### config.mk
export PLATFORM = sky130hd
export DESIGN_NAME = nv_ram_rwsp_fifo_ctrl_160x16_flat
export DESIGN_NICKNAME = d
export VERILOG_FILES = /design/src/rtl/nv_ram_rwsp_fifo_ctrl_160x16_pkg.sv /design/src/rtl/nv_ram_rwsp_fifo_ctrl_160x16_if.sv /design/src/rtl/nv_ram_rwsp_fifo_ctrl_160x16_obuf.sv /design/src/rtl/nv_ram_rwsp_fifo_ctrl_160x16.sv /design/src/flat_wrapper.sv
export SDC_FILE = /design/constraint.sdc
export NUM_CORES = 1
export LEC_CHECK = 0
export ABC_CLOCK_PERIOD_IN_PS = 3500
export CAP_MARGIN = 20
export CORE_ASPECT_RATIO = 0.8
export CORE_MARGIN = 4
export CORE_UTILIZATION = 45
export DETAILED_ROUTE_END_ITERATION = 6
export PLACE_DENSITY = 0.78
export RECOVER_POWER = 25
export SLEW_MARGIN = 20
export SYNTH_ARGS = -nofsm -noshare
export SYNTH_HDL_FRONTEND = slang
export SYNTH_SLANG_ARGS = --single-unit
### constraint.sdc
create_clock -name clk -period 3.5 [get_ports clk]
set_clock_uncertainty 0.2 [all_clocks]
set_input_delay 0.525 -clock clk [delete_from_list [all_inputs] [get_ports clk]]
set_output_delay 0.525 -clock clk [all_outputs]
set_load 0.005 [all_outputs]
### src/rtl/nv_ram_rwsp_fifo_ctrl_160x16_pkg.sv
// Shared sizing constants and pointer helpers for the 160x16 RAM-backed FIFO controller.
package nv_ram_rwsp_fifo_ctrl_160x16_pkg;
   localparam int DEPTH  = 160;
   localparam int WIDTH  = 16;
   localparam int AW     = 8;
   localparam int CW     = 8;
   localparam int OBUF_D = 3;

   localparam logic [AW-1:0] PTR_LAST = 8'd159;
   localparam logic [CW-1:0] CNT_FULL = 8'd160;

   typedef logic [WIDTH-1:0] data_t;
   typedef logic [AW-1:0]    addr_t;
   typedef logic [CW-1:0]    cnt_t;

   function automatic addr_t ptr_inc(input addr_t p);
      return (p == PTR_LAST) ? 8'd0 : p + 8'd1;
   endfunction

   function automatic logic [1:0] obuf_idx_inc(input logic [1:0] i);
      return (i == 2'd2) ? 2'd0 : i + 2'd1;
   endfunction
endpackage

### src/rtl/nv_ram_rwsp_fifo_ctrl_160x16_if.sv
// Client-side valid/ready FIFO interface: write channel, read channel and occupancy.
interface nv_ram_rwsp_fifo_ctrl_160x16_if;
   import nv_ram_rwsp_fifo_ctrl_160x16_pkg::*;

   logic  wr_pvld;
   logic  wr_prdy;
   data_t wr_pd;
   logic  rd_pvld;
   logic  rd_prdy;
   data_t rd_pd;
   cnt_t  fifo_count;

   modport master (output wr_pvld, output wr_pd, output rd_prdy,
                   input wr_prdy, input rd_pvld, input rd_pd, input fifo_count);
   modport slave  (input wr_pvld, input wr_pd, input rd_prdy,
                   output wr_prdy, output rd_pvld, output rd_pd, output fifo_count);
endinterface

### src/rtl/nv_ram_rwsp_fifo_ctrl_160x16_obuf.sv
// Three-entry registered output buffer that absorbs RAM read data and presents it as valid/ready.
module nv_ram_rwsp_fifo_ctrl_160x16_obuf
   import nv_ram_rwsp_fifo_ctrl_160x16_pkg::*;
(
   input  logic       clk,
   input  logic       reset,
   input  logic       push,
   input  data_t      din,
   output logic       pvld,
   input  logic       prdy,
   output data_t      pd,
   output logic [1:0] count
);
   data_t      mem [OBUF_D];
   logic [1:0] head;
   logic [1:0] tail;
   logic [1:0] cnt;
   logic       pop;

   assign pop   = pvld & prdy;
   assign pvld  = (cnt != 2'd0);
   assign pd    = mem[head];
   assign count = cnt;

   // Ring storage; push into a full buffer is legal only alongside a pop.
   always_ff @(posedge clk) begin
      if (reset) begin
         head <= 2'd0;
         tail <= 2'd0;
         cnt  <= 2'd0;
         for (int i = 0; i < OBUF_D; i++) begin
            mem[i] <= '0;
         end
      end else begin
         if (push) begin
            mem[tail] <= din;
            tail      <= obuf_idx_inc(tail);
         end
         if (pop) begin
            head <= obuf_idx_inc(head);
         end
         case ({push, pop})
            2'b10:   cnt <= cnt + 2'd1;
            2'b01:   cnt <= cnt - 2'd1;
            default: cnt <= cnt;
         endcase
      end
   end
endmodule

### src/rtl/nv_ram_rwsp_fifo_ctrl_160x16.sv
// FIFO controller driving a 160x16 two-port RAM with a two-cycle read, hidden behind an output buffer.
module nv_ram_rwsp_fifo_ctrl_160x16
   import nv_ram_rwsp_fifo_ctrl_160x16_pkg::*;
(
   input  logic                            clk,
   input  logic                            reset,
   nv_ram_rwsp_fifo_ctrl_160x16_if.slave   fifo,
   output addr_t                           ram_wa,
   output logic                            ram_we,
   output data_t                           ram_di,
   output addr_t                           ram_ra,
   output logic                            ram_re,
   output logic                            ram_ore,
   input  data_t                           ram_dout
);
   addr_t      wptr;
   addr_t      rptr;
   cnt_t       ram_cnt;
   logic       s1;
   logic       s2;
   logic       wr_prdy;
   logic       wr_acc;
   logic       obuf_pvld;
   logic       pop;
   logic       issue;
   logic [1:0] obuf_cnt;
   logic [2:0] used;

   // Readiness uses only the registered RAM count, so a same-cycle issue never frees a write slot.
   assign wr_prdy = !reset && (ram_cnt != CNT_FULL);
   assign wr_acc  = fifo.wr_pvld & wr_prdy;
   assign pop     = fifo.rd_pvld & fifo.rd_prdy;

   // Credit: buffered plus in-flight reads, less this cycle's pop, must leave room in the buffer.
   assign used  = {1'b0, obuf_cnt} + {2'b00, s1} + {2'b00, s2};
   assign issue = !reset && (ram_cnt != 8'd0) && (used < (3'd3 + {2'b00, pop}));

   assign fifo.wr_prdy    = wr_prdy;
   assign fifo.rd_pvld    = obuf_pvld & !reset;
   assign fifo.fifo_count = reset ? 8'd0
                                  : ram_cnt + {7'd0, s1} + {7'd0, s2} + {6'd0, obuf_cnt};

   assign ram_we  = wr_acc;
   assign ram_wa  = wptr;
   assign ram_di  = fifo.wr_pd;
   assign ram_re  = issue;
   assign ram_ra  = rptr;
   assign ram_ore = s1 & !reset;

   // Pointers, RAM occupancy and the two-stage read-latency tracker.
   always_ff @(posedge clk) begin
      if (reset) begin
         wptr    <= 8'd0;
         rptr    <= 8'd0;
         ram_cnt <= 8'd0;
         s1      <= 1'b0;
         s2      <= 1'b0;
      end else begin
         if (wr_acc) begin
            wptr <= ptr_inc(wptr);
         end
         if (issue) begin
            rptr <= ptr_inc(rptr);
         end
         s1 <= issue;
         s2 <= s1;
         case ({wr_acc, issue})
            2'b10:   ram_cnt <= ram_cnt + 8'd1;
            2'b01:   ram_cnt <= ram_cnt - 8'd1;
            default: ram_cnt <= ram_cnt;
         endcase
      end
   end

   nv_ram_rwsp_fifo_ctrl_160x16_obuf u_obuf (
      .clk   (clk),
      .reset (reset),
      .push  (s2 & !reset),
      .din   (ram_dout),
      .pvld  (obuf_pvld),
      .prdy  (fifo.rd_prdy),
      .pd    (fifo.rd_pd),
      .count (obuf_cnt)
   );
endmodule

### src/flat_wrapper.sv
// flat-port wrapper written by rule: the top's interface ports become plain ports
module nv_ram_rwsp_fifo_ctrl_160x16_flat import nv_ram_rwsp_fifo_ctrl_160x16_pkg::*;
  (clk, reset, ram_wa, ram_we, ram_di, ram_ra, ram_re, ram_ore, ram_dout, fifo_wr_pvld, fifo_wr_pd, fifo_rd_prdy, fifo_wr_prdy, fifo_rd_pvld, fifo_rd_pd, fifo_fifo_count);
  nv_ram_rwsp_fifo_ctrl_160x16_if fifo_i ();
  input  logic clk;
  input  logic reset;
  output addr_t ram_wa;
  output logic ram_we;
  output data_t ram_di;
  output addr_t ram_ra;
  output logic ram_re;
  output logic ram_ore;
  input  data_t ram_dout;
  input wire logic [$bits(fifo_i.wr_pvld)-1:0] fifo_wr_pvld;
  input wire logic [$bits(fifo_i.wr_pd)-1:0] fifo_wr_pd;
  input wire logic [$bits(fifo_i.rd_prdy)-1:0] fifo_rd_prdy;
  output wire logic [$bits(fifo_i.wr_prdy)-1:0] fifo_wr_prdy;
  output wire logic [$bits(fifo_i.rd_pvld)-1:0] fifo_rd_pvld;
  output wire logic [$bits(fifo_i.rd_pd)-1:0] fifo_rd_pd;
  output wire logic [$bits(fifo_i.fifo_count)-1:0] fifo_fifo_count;
  assign fifo_i.wr_pvld = fifo_wr_pvld;
  assign fifo_i.wr_pd = fifo_wr_pd;
  assign fifo_i.rd_prdy = fifo_rd_prdy;
  assign fifo_wr_prdy = fifo_i.wr_prdy;
  assign fifo_rd_pvld = fifo_i.rd_pvld;
  assign fifo_rd_pd = fifo_i.rd_pd;
  assign fifo_fifo_count = fifo_i.fifo_count;
  nv_ram_rwsp_fifo_ctrl_160x16 u_core (.clk(clk), .reset(reset), .fifo(fifo_i), .ram_wa(ram_wa), .ram_we(ram_we), .ram_di(ram_di), .ram_ra(ram_ra), .ram_re(ram_re), .ram_ore(ram_ore), .ram_dout(ram_dout));
endmodule
==> flow_summary.rst, run 1 <==
.. list-table::
   :header-rows: 1

   * - Metric
     - Value
   * - Status
     - finished, final reports clean
   * - Min cycle time layout
     - roughly 3.4 ns
   * - Met3 Track Usage GR
     - 5.275%
   * - Avg Synthesized Cell Area
     - 12.02 um2
   * - Most crowded layer after global routing
     - met2
   * - Synthesized netlist net count
     - 457
   * - Number of antenna repair diodes
     - 0
   * - Die span in y
     - 100.7 um
   * - Non-filler cells in the finished layout
     - 619
   * - Number of violations of the max-capacitance limit
     - 0
   * - Cell type contributing the most total cell area after synthesis
     - edfxtp_1
   * - Number of warnings issued by yosys
     - 0
   * - Insertion delay to the later sink of the worst-skew pair
     - between 0.3 and 0.4 ns
   * - Clock tree from TritonCTS
     - yes
   * - Top fanout value on the critical path
     - 5
   * - Number of H-tree levels
     - 3
   * - Type of the worst min-delay path
     - flop to flop
   * - Startpoint type of the worst setup path
     - flop
   * - Number of distinct library cells after synthesis
     - 50
   * - Worst Setup Slack post-DPL
     - 0.02947 ns
   * - Maximum number of pins on one net before global-route repair
     - 32
   * - Number of instances in the synthesized netlist
     - 402
   * - Final core utilization
     - 57.91%
   * - PnR worst setup slack
     - 0.1141 ns
   * - Share of Yosys cell area claimed by the top area cell type
     - 39.78%
   * - Routed via count
     - 3246
   * - Routed wire length
     - 9939 um
   * - Share of the yosys chip area belonging to registers
     - a little over half
   * - Sequential cell area in the final layout
     - 0.002609 mm2
   * - Met2 track demand over resource
     - roughly 29%
   * - Total congestion overflow after global routing
     - 0
   * - Count of filler cells inserted in the layout
     - between 800 and 900
   * - Met1 GRT Util
     - 20.58%
   * - DRC errors left
     - 0
   * - Starting DRT DRC Count
     - between 150 and 200
   * - Clock root buffer
     - clkbuf_16
   * - Die Area
     - about 0.012 mm2
   * - IR Drop Worst-Case VDD
     - 0.2788 mV
   * - Flip-flop and latch count after synthesis
     - 98
   * - Core Box Area
     - 0.01036 mm2
   * - Area added between synthesis and finish
     - 24.24%
   * - Finish-stage setup viols
     - 0
   * - Multi-input combinational cell area
     - 0.002046 mm2
   * - Flip-flop cell with the highest count after synthesis
     - edfxtp_1
   * - Final cycle utilization of the critical path
     - 96.74%
   * - Synth area leaders
     - edfxtp_1, dfxtp_1, mux4_2
   * - Data arrival time of the critical path
     - 2.66 ns
   * - Detailed-route wire length per cell
     - 16.06 um
   * - Slew Limit Headroom
     - 40.97%
   * - Total power draw
     - 3624 uW
   * - Port Buffers
     - 64
   * - Actual transition at the worst max-transition pin
     - 0.8848 ns
   * - Placed cells
     - 600
   * - Starting utilization of the core area
     - between 40% and 50%
   * - Post-synthesis instance area
     - 0.004831 mm2
   * - Reg-to-reg setup timing slack
     - 0.18 ns
   * - Post-synthesis async set-or-reset flop share
     - 0%
   * - Site row count
     - 33
   * - Clock slew seen by the registers of the worst setup and hold paths
     - 0.07 ns
   * - Number of clock sinks
     - 98
   * - Number of synthesized flops with an enable pin
     - 64
   * - Final hold vios
     - 0
   * - Kind of end point of the critical path
     - primary output
   * - Largest buffer count on any clock path
     - 2
   * - I/O pin count
     - 97
   * - Count of cells along the worst register-to-register path
     - 14
   * - Final-layout setup total negative slack
     - 0 ns
   * - Number of nets still failing antenna checks after routing
     - 0
   * - Critical path type
     - flop to primary output
   * - Final number of max-transition violations
     - 0
   * - Inserted Clock Buffers
     - 9
   * - Total power density per cell area
     - 603.8 mW/mm2
   * - Fraction of layout cells with a size suffix above 1
     - around 17%
   * - P_leak
     - 0.002273 uW
   * - Router iterations before antenna repair
     - 4
   * - Routability Congestion
     - 0.8758
   * - Half-perimeter wire length after placement
     - around 7000 um
   * - Width of the die
     - 123.8 um
   * - Depth of the worst hold-timing path
     - 2
   * - Number of antenna violations at the first check in global routing
     - 0
   * - Most numerous cell types in the synthesized netlist
     - edfxtp_1, and2_1, nor2_1
   * - Number of global-route vias before repair
     - ~3300
   * - Maximum clock rate
     - 295.3 MHz
   * - Wire length of the first global-routing pass
     - ~16000 um
   * - Post-layout net count
     - 529
   * - Vias/cell
     - approximately 5.2
   * - Overall global routing resource usage
     - 16.96%
   * - Dominant cell by count in the synthesized netlist
     - edfxtp_1
   * - Required time of the critical path
     - 2.77 ns
-- cells in the final DEF (no fill, tap or decap), types with 3 or more instances in the layout --
cell             netlist  routed
a21o_1                 3       3
a21oi_1               17      16
and2_1                51      50
buf_4                 18      25
clkbuf_16              0       9
clkdlybuf4s50_1        0      33
dfxtp_1               34      31
dlygate4sd2_1          0       3
dlygate4sd3_1          0      27
edfxtp_1              64      64
ha_1                  15      13
inv_1                 13      13
mux4_2                16      16
nand2_1               14      14
nand3_1                8       8
nand4_1                5       5
nor2_1                41      41
nor2b_1                6       5
nor3_1                 9       8
nor3b_1                5       5
o21ai_0                7       7
or2_2                  4       4
or3_1                  6       6
xnor2_1                9       9
xor2_1                 9       9
-- path summary, 6_finish.rpt --
path	endpoint	from
hold / removal	u_core.ram_ra[7]$_SDFFE_PP0P_	u_core.ram_ra[7]$_SDFFE_PP0P_
setup reg to reg	u_core.ram_cnt[4]$_SDFFE_PP0P_	u_core.u_obuf.count[0]$_SDFFE_PP0P_
setup / recovery	fifo_fifo_count[6]	u_core.u_obuf.count[0]$_SDFFE_PP0P_
hold reg to reg	u_core.ram_ra[7]$_SDFFE_PP0P_	u_core.ram_ra[7]$_SDFFE_PP0P_
-- state kept, by name (all words and copies together), names as in the netlist, named ones only --
signal / flops
u_core.ram_cnt: 8
u_core.ram_ra: 8
u_core.s2: 1
u_core.u_obuf.mem: 64
u_core.u_obuf.tail: 2
u_core.ram_wa: 8
u_core.s1: 1
u_core.u_obuf.count: 2
u_core.u_obuf.head: 2
-- critical path: stages (launching register included) --
cell	delay, ns
dfxtp_4	0.34
buf_4	0.16
fa_2	0.44
ha_2	0.20
fa_2	0.35
a21oi_1	0.19
nor2b_2	0.07
nand3_1	0.09
xor2_1	0.15
nor2_1	0.05
dlygate4sd2_1	0.27
-- area by class of cell --
| class | instances | area share, % |
|---|---|---|
| multi-input cells | 260 | 34.08 |
| clock buffers | 9 | 3.752 |
| inverters | 14 | 0.8755 |
| repair buffers | 91 | 13.90 |
| well taps | 140 | 2.918 |
| flip-flops and latches | 98 | 43.46 |
| clock inverters | 7 | 1.001 |
-- metrics by stage --
step / area [um2] / hold WS [ns]
floorplan: 4860 / 0.2570
global route: 6002 / 0.3387
global placement: 5667 / 0.2863
CTS: 5967 / 0.3098
finish: 6002 / 0.3020
detailed placement: 5667 / 0.3014
-- cell families (layout without fill, tap and decap cells) --
family / Yosys count / in the layout / synth area share (%)
AND/OR/NAND/NOR: 160 / 160 / 18.13
flip-flops: 98 / 98 / 53.87
AO/OA/AOI/OAI: 44 / 44 / 6.216
buffers and inverters: 44 / 121 / 4.869
adder cells (fa/ha/maj): 19 / 19 / 5.543
multiplexers: 19 / 19 / 8.107
XOR/XNOR: 18 / 18 / 3.264
-- metal layers --
layer  vias to the layer above  part of all wire (%)  wire length, um
met3                        25                   5.3              529
li1                       1568                     -                -
met2                        68                    50             4940
met4                         0                   2.8              276
met5                         -                     0                0
met1                      1585                    42             4193
-- timing repair --
action                                  CTS  global route
buffers inserted                          0             3
hold buffers                              0             0
gates resized for setup                   8             7
endpoints found under the hold margin     0             0
pin swaps                                 1             6
cloned                                    0             0
endpoints found under the setup margin    5             6
-- where the power goes --
group / internal, uW / switching, uW
Combinational: 676 / 567
Sequential: 1340 / 97.5
Clock: 494 / 449
Total: 2510 / 1110
(Power assumes the default switching activity.)
==> run 2, diff against run 1 <==
SLEW_MARGIN = 0   (was 20)
==> results of run 2 <==
Final layout, timing and power as in run 1 (identical DEF).
